===== config.mk =====
export PLATFORM = sky130hd
export DESIGN_NAME = mem_access_unit
export DESIGN_NICKNAME = d
export VERILOG_FILES = /design/src/rtl/mem_access_unit.sv
export SDC_FILE = /design/constraint.sdc
export NUM_CORES = 1
export LEC_CHECK = 0
export CAP_MARGIN = 0
export CORE_ASPECT_RATIO = 0.7
export CORE_MARGIN = 2
export CORE_UTILIZATION = 38
export DETAILED_ROUTE_END_ITERATION = 16
export GPL_TIMING_DRIVEN = 0
export PLACE_DENSITY_LB_ADDON = 0.3
export SLEW_MARGIN = 15
export SYNTH_ARGS = -nofsm -noshare
export SYNTH_HDL_FRONTEND = slang
export SYNTH_SLANG_ARGS = --single-unit

===== constraint.sdc =====
create_clock -name clk -period 1.4 [get_ports clk]
set_input_delay 0.14 -clock clk [delete_from_list [all_inputs] [get_ports clk]]
set_output_delay 0.14 -clock clk [all_outputs]
set_load 0.1 [all_outputs]

===== src/rtl/mem_access_unit.sv =====
// mem_access_unit
// Turns the multicycle controller's single-cycle memory strobes into a held
// request/acknowledge transaction towards a variable-latency memory. Owns
// the instruction register (IR) and memory data register (MDR), stalls the
// controller until the memory answers, and aborts after MAX_WAIT cycles.
//
// Ports
//   clk, reset            clock, synchronous active-low reset
//   irwrite, memwrite     fetch / store strobes from the controller
//   iord                  address select (1 = aluout, 0 = pc)
//   lb                    load width: 00/11 word, 01 LB, 10 LBU
//   pc, aluout            fetch / data byte address
//   writedata             store data
//   mem_req, mem_we       request valid (held) and its write enable
//   mem_addr, mem_wdata   word-aligned address and store data
//   mem_rdata, mem_ack    read data and completion from memory
//   instr, data           IR and MDR (MDR already byte-extracted)
//   stall                 controller must hold its state while high
//   timeout               sticky abort flag
module mem_access_unit #(
    parameter int WIDTH    = 32,
    parameter int ADDR_W   = 32,
    parameter int MAX_WAIT = 255
) (
    input  logic              clk,
    input  logic              reset,
    input  logic              irwrite,
    input  logic              memwrite,
    input  logic              iord,
    input  logic [1:0]        lb,
    input  logic [ADDR_W-1:0] pc,
    input  logic [ADDR_W-1:0] aluout,
    input  logic [WIDTH-1:0]  writedata,
    output logic              mem_req,
    output logic              mem_we,
    output logic [ADDR_W-1:0] mem_addr,
    output logic [WIDTH-1:0]  mem_wdata,
    input  logic [WIDTH-1:0]  mem_rdata,
    input  logic              mem_ack,
    output logic [WIDTH-1:0]  instr,
    output logic [WIDTH-1:0]  data,
    output logic              stall,
    output logic              timeout
);

    localparam int CNT_W = (MAX_WAIT < 2) ? 1 : $clog2(MAX_WAIT);
    localparam logic [CNT_W-1:0] CNT_LAST = CNT_W'(MAX_WAIT - 1);

    typedef enum logic { S_IDLE, S_WAIT } state_t;
    typedef enum logic [1:0] { K_WRITE, K_FETCH, K_READ } kind_t;

    state_t            state_q, state_d;
    kind_t             kind_q, kind_d;
    logic [1:0]        lb_q, lb_d;
    logic [1:0]        off_q, off_d;
    logic [CNT_W-1:0]  cnt_q, cnt_d;
    logic              mem_req_q, mem_req_d;
    logic              mem_we_q, mem_we_d;
    logic [ADDR_W-1:0] mem_addr_q, mem_addr_d;
    logic [WIDTH-1:0]  mem_wdata_q, mem_wdata_d;
    logic [WIDTH-1:0]  instr_q, instr_d;
    logic [WIDTH-1:0]  data_q, data_d;
    logic              timeout_q, timeout_d;
    logic              stall_c;

    logic              req;
    logic [ADDR_W-1:0] addr;
    logic [4:0]        bit_off;
    logic [7:0]        byte_sel;
    logic [WIDTH-1:0]  load_val;

    assign req  = memwrite | irwrite | iord;
    assign addr = iord ? aluout : pc;

    // Little-endian byte pick using the offset latched with the request.
    always_comb begin
        bit_off  = {off_q, 3'b000};
        byte_sel = mem_rdata[bit_off +: 8];
        case (lb_q)
            2'b01:   load_val = {{(WIDTH-8){byte_sel[7]}}, byte_sel};
            2'b10:   load_val = {{(WIDTH-8){1'b0}}, byte_sel};
            default: load_val = mem_rdata;
        endcase
    end

    always_comb begin
        state_d     = state_q;
        kind_d      = kind_q;
        lb_d        = lb_q;
        off_d       = off_q;
        cnt_d       = cnt_q;
        mem_req_d   = mem_req_q;
        mem_we_d    = mem_we_q;
        mem_addr_d  = mem_addr_q;
        mem_wdata_d = mem_wdata_q;
        instr_d     = instr_q;
        data_d      = data_q;
        timeout_d   = timeout_q;
        stall_c     = 1'b0;

        case (state_q)
            S_IDLE: begin
                if (req) begin
                    stall_c     = 1'b1;
                    kind_d      = memwrite ? K_WRITE : (irwrite ? K_FETCH : K_READ);
                    lb_d        = lb;
                    off_d       = addr[1:0];
                    mem_addr_d  = {addr[ADDR_W-1:2], 2'b00};
                    mem_wdata_d = writedata;
                    mem_we_d    = memwrite;
                    mem_req_d   = 1'b1;
                    cnt_d       = '0;
                    state_d     = S_WAIT;
                end
            end
            S_WAIT: begin
                // An ack arriving in the last allowed cycle still completes.
                if (mem_ack) begin
                    if (kind_q == K_FETCH) instr_d = mem_rdata;
                    if (kind_q == K_READ)  data_d  = load_val;
                    mem_req_d = 1'b0;
                    mem_we_d  = 1'b0;
                    state_d   = S_IDLE;
                end else if (cnt_q == CNT_LAST) begin
                    timeout_d = 1'b1;
                    mem_req_d = 1'b0;
                    mem_we_d  = 1'b0;
                    state_d   = S_IDLE;
                end else begin
                    stall_c = 1'b1;
                    cnt_d   = cnt_q + CNT_W'(1);
                end
            end
            default: state_d = S_IDLE;
        endcase
    end

    always_ff @(posedge clk) begin
        if (!reset) begin
            state_q     <= S_IDLE;
            kind_q      <= K_WRITE;
            lb_q        <= 2'b00;
            off_q       <= 2'b00;
            cnt_q       <= '0;
            mem_req_q   <= 1'b0;
            mem_we_q    <= 1'b0;
            mem_addr_q  <= '0;
            mem_wdata_q <= '0;
            instr_q     <= '0;
            data_q      <= '0;
            timeout_q   <= 1'b0;
        end else begin
            state_q     <= state_d;
            kind_q      <= kind_d;
            lb_q        <= lb_d;
            off_q       <= off_d;
            cnt_q       <= cnt_d;
            mem_req_q   <= mem_req_d;
            mem_we_q    <= mem_we_d;
            mem_addr_q  <= mem_addr_d;
            mem_wdata_q <= mem_wdata_d;
            instr_q     <= instr_d;
            data_q      <= data_d;
            timeout_q   <= timeout_d;
        end
    end

    assign mem_req   = mem_req_q;
    assign mem_we    = mem_we_q;
    assign mem_addr  = mem_addr_q;
    assign mem_wdata = mem_wdata_q;
    assign instr     = instr_q;
    assign data      = data_q;
    assign timeout   = timeout_q;
    // The controller is never held while the block is in reset.
    assign stall     = reset & stall_c;

endmodule


== Yosys cells after proc, flatten, opt, wreduce, memory -nomap -nowiden ==
Index checks and enable logic that the tools add are counted.
Cells by class
  add/sub/neg operators: 1
  eq/ne operators: 9
  mux-type cells: 18
  reduce and logical (&&, ||, !) cells: 6
  bitwise gates (word level): 5
  shift-type cells: 1
Operators by type and width (number)
  case mux 32 bit (2 select lines): 1
  2-to-1 mux 32 bit: 1
  indexed part select 32 x 6 -> 8 bit: 1
  2-to-1 mux 8 bit: 3
  case mux 8 bit (2 select lines): 1
  AND reduction 3 bit: 4
  adder 8 x 1 -> 8 bit (second input constant): 1
  equality test 8 bit (second input constant): 1
  2-to-1 mux 1 bit: 7
  inequality test 2 bit (second input constant): 3
  case mux 1 bit (2 select lines): 3
  equality test 2 x 1 -> 1 bit (second input constant): 2
  equality test 2 bit (second input constant): 2
  2-to-1 mux 2 bit: 2
  AND reduction 2 bit: 2
  inequality test 3 x 2 -> 1 bit (second input constant): 1
  NOT 1 bit: 2
  OR 1 bit: 2
  bitwise AND 1 bit: 1
Word-level totals
  word-level logic and storage cells: 52
  output and inout bits: 132
  flip-flop bits (word level): 144
  bits of input ports: 136

== Depth between registers and ports, before layout ==
  depth after elaboration: 5
  depth in mapped cells: 8
  depth with buffers taken out: 6

== Worst setup path before layout ==
OpenSTA, ideal clock, no wires.
  path type: register to output
  start point: reg state_q
  end point: out stall
  data required time: 1.260 ns
  path buffers: 3
  cell stages (with the launch flop): 6
  setup slack: -2.016 ns
  arrival time: 3.276 ns
  cells stage by stage: dfxtp_1 -> buf_2 -> or2_2 -> buf_2 -> buf_2 -> a21boi_0
Between the ends
  word-level cells in the longest chain between the ends: 3
RTL lines
  start: declaration: line 52  | state_t state_q, state_d;
  start signal: assignment: line 153  | state_q <= state_d;
  NOT 1 bit (no line)
  case mux 1 bit (2 select lines) (*): line 101  | case (state_q)
  bitwise AND 1 bit (*): line 176  | assign stall = reset & stall_c;
  end: declaration: line 42  | output logic stall,
Mark *: on every way between the ends. The rest lies on a longest branch, timed or not.

== Worst setup path after layout ==
Same ends and word-level chain as after synthesis.

==> metrics.md <==
| Metric | Value |
|---|---|
| Met1 Use GR | `32.6%` |
| First-pass GRT wire length | `31.7 mm` |
| Syn avg cell area | `9.02 um2` |
| Reg2reg start | `off_q[0]` |
| PortBufs | `263` |
| Fin. Hold Viols | `0` |
| Final wirelength | `21.1 mm` |
| GP Congestion | `0.883` |
| Critical path class | `reg2out` |
| Worst VDD drop | `0.840 mV` |
| F_max | `556 MHz` |
| Combinational Power Share | `26.3%` |
| Post-synthesis mux area share | `8.69%` |
| Clk_skew | `0.0143 ns` |
| # nets final | `1,128` |
| Net Sw Frac | `35.9%` |
| Core ar. | `15,500 um2` |
| Crit start category | `flip-flop` |
| Tcrit/Tclk final | `128%` |
| CP Data Required Time | `1.26 ns` |
| Cell area power density | `1270 nW/um2` |
| Root Buffer | `clkbuf_16` |
| Layout cells sized above 1 | `30.7%` |
| FFs w/ async S/R, synth | `0%` |
| Pins over their slew limit | `0` |
| Setup repair after global routing missed its margin | `yes` |
| Min Clock Period, post-route | `1.80 ns` |
| Met2 Usage GRT | `38.5%` |
| Arrival time at the worst endpoint | `1.66 ns` |
| Hold Path Origin | `reset` |
| Post-route ant nets | `0` |
| Main combinational cell family by area after synthesis | `compound AO/OA/AOI/OAI gates` |
| Clock sinks | `144` |
| Cell Area, Synth | `6060 um2` |
| Reg power frac | `36.2%` |
| Worst-path fanout max | `6` |
| Initial antenna violation count | `0` |
| Wire length per cell | `17.5 um` |
| Insertion delay to the later sink of the worst-skew pair | `0.42 ns` |
| TritonCTS Buffers | `17` |
| Post-Synth Simple-Gate Area | `15.4%` |
| Post-synth EDFFs | `0` |
| Worst setup slack after layout | `-0.398 ns` |
| DR vias | `6,059` |
| Final setup viols | `98` |
| Compound-Gate Fraction of Synth Area | `22.0%` |
| Failing checks | `setup timing` |
| Filler Cell Count | `1,357` |
| Crit path from | `state_q` |
| Worst Hold Class | `in2reg` |
| Largest net degree at the start of global routing | `17` |
| Vias in the first global route | `5,815` |
| Least-Margin Pin Slew | `0.660 ns` |
| Area delta synth->final | `58.7%` |
| Total global-route track usage | `24.1%` |
| XOR/XNOR Fraction of Synth Area | `0.722%` |
| Static leakage | `4.40 nW` |
| Syn Inst Count | `672` |
| Rows | `38` |
| # DRC | `0` |
| GRT busiest layer | `met2` |
| Grt met3 use | `6.15%` |
| Most frequent cells in the layout | `nand2_1, buf_2, dfxtp_1` |
| Clk pwr share | `37.5%` |
| Final Util | `61.9%` |
| Synth Register Bits | `144` |
| Max-slew headroom | `56.0%` |
| Ant diodes | `0` |
| Number of max-cap violations | `0` |
| Starting density of the core | `39.0%` |
| Sequential fraction of the synthesis area | `47.5%` |
| Post-Synth Adder-Cell Area | `0.825%` |
| Die height | `110 um` |
| CTS clk-pin slew, worst paths | `0.07 ns` |
| Critical path capture point type | `output port` |
| Total congestion overflow | `0` |
| DR vias/cell | `5.04` |
| Distinct cell type count after synthesis | `47` |
| Drt initial violations | `374` |
| Yosys warnings | `0` |
| Net Sw Power | `4.37 mW` |
| Hold buffers post-CTS | `0` |
| Most common cell after layout, fill and taps aside | `nand2_1` |
| I/O pin count | `268` |
| Ys flop type | `dfxtp_1` |
| P_int | `7.81 mW` |
| H-tree levels | `4` |
| Dpl hpwl | `15.3 mm` |
| Status | `finished, violations left` |
| Power Total | `12.2 mW` |
| Width of the die | `155 um` |
| Area of the die | `17,000 um2` |
| DRT Pass-1 Iters | `5` |
| CTS tree | `yes` |
| Clock tree buffer depth | `2` |
==> power by group through the flow <==
| stage | logic (mW) | clock network [mW] | registers (mW) |
|---|---|---|---|
| after detailed placement | 3.18 | 0 | 4.50 |
| after floorplan | 0.781 | 0 | 5.86 |
| after global placement | 3.17 | 0 | 4.49 |
| after CTS | 3.16 | 4.60 | 4.41 |
| after global routing | 3.35 | 4.78 | 4.43 |
| final | 3.21 | 4.57 | 4.41 |
==> cells by family (layout without fill, tap and decap cells) <==
kind of cell	count (synthesis)	in the layout
other cells	1	2
mux	40	40
buf+inv	60	388
simple gates	228	228
fa+ha+maj	4	4
xor+xnor	5	5
flops	144	144
compound gates	190	190
==> worst paths after layout <==
path | cells past startpoint | endpoint | slack, ns
worst max-delay path | 6 | stall | -0.40
worst min-delay path | 2 | mem_wdata[18] | 0.11
worst max register to register | 7 | data[23] | -0.25
worst min register to register | 2 | mem_wdata[0] | 0.45
==> critical path: stages, from the launching register on <==
cell and delay, ns:
dfxtp_2 0.32, buf_6 0.13, or2_4 0.24, buf_6 0.12, buf_12 0.11, a21boi_4 0.14, buf_12 0.19
==> cells in the mapped netlist (3+ instances only) <==
cell type | instances | area (um2)
dfxtp_1 | 144 | 2880
mux2i_1 | 32 | 320
nand2_1 | 193 | 724
a21oi_1 | 34 | 170
nor2_1 | 11 | 41.3
nand3_1 | 3 | 15.0
a22oi_1 | 8 | 60.1
mux4_1 | 7 | 184
o211a_1 | 32 | 320
a21boi_1 | 10 | 75.1
clkbuf_1 | 37 | 139
a21boi_0 | 59 | 443
and3_1 | 4 | 25.0
o21ai_0 | 35 | 175
o211ai_1 | 3 | 22.5
ha_1 | 4 | 50.1
xor2_1 | 4 | 35.0
buf_2 | 11 | 55.1
inv_1 | 5 | 18.8
==> per-layer routing <==
layer | wire [um] | part of all wire (%) | up-vias
met5 | 0 | 0 | -
met4 | 326 | 1.5 | 0
met3 | 1420 | 6.7 | 27
met2 | 9780 | 46 | 230
met1 | 9540 | 45 | 2853
li1 | - | - | 2949
==> repair_timing <==
| action | 4_1_cts | 5_1_grt |
|---|---|---|
| gates cloned | 2 | 0 |
| pin swaps | 17 | 14 |
| endpoints found under the setup margin | 262 | 140 |
| gates resized for setup | 715 | 58 |
| buffers inserted | 20 | 18 |
==> layout make-up <==
type | count | area (um2) | share of cell area (%)
inverters | 5 | 21.3 | 0.221
repair buffers | 299 | 2370 | 24.7
clock buffers | 17 | 425 | 4.42
plain buffers | 52 | 319 | 3.32
multi-input cells | 469 | 3160 | 32.8
clock inverters | 15 | 169 | 1.76
flip-flops and latches | 144 | 2900 | 30.2
well taps | 200 | 250 | 2.60
==> registers in the layout (all words and copies together) (netlist names) <==
signal,cells
cnt_q,8
data,32
instr,32
kind_q,2
lb_q,2
mem_addr,30
mem_req,1
mem_wdata,32
mem_we,1
off_q,2
state_q,1
timeout,1
==> metrics by stage <==
step	std cells	TNS (ns)	setup WS (ns)	hold slack, ns	area [um2]
6_report	1201	-10.99	-0.398	0.105	9620
5_1_grt	1201	-21.12	-0.452	0.136	9620
4_1_cts	1189	-12.26	-0.439	0.107	9440
3_5_place_dp	1136	-104.09	-1.37	0.448	9090
3_3_place_gp	1136	-102.73	-1.36	0.441	9090
2_1_floorplan	673	-4.06	-0.226	0.275	6210
Power figures use the tool's default switching activity.
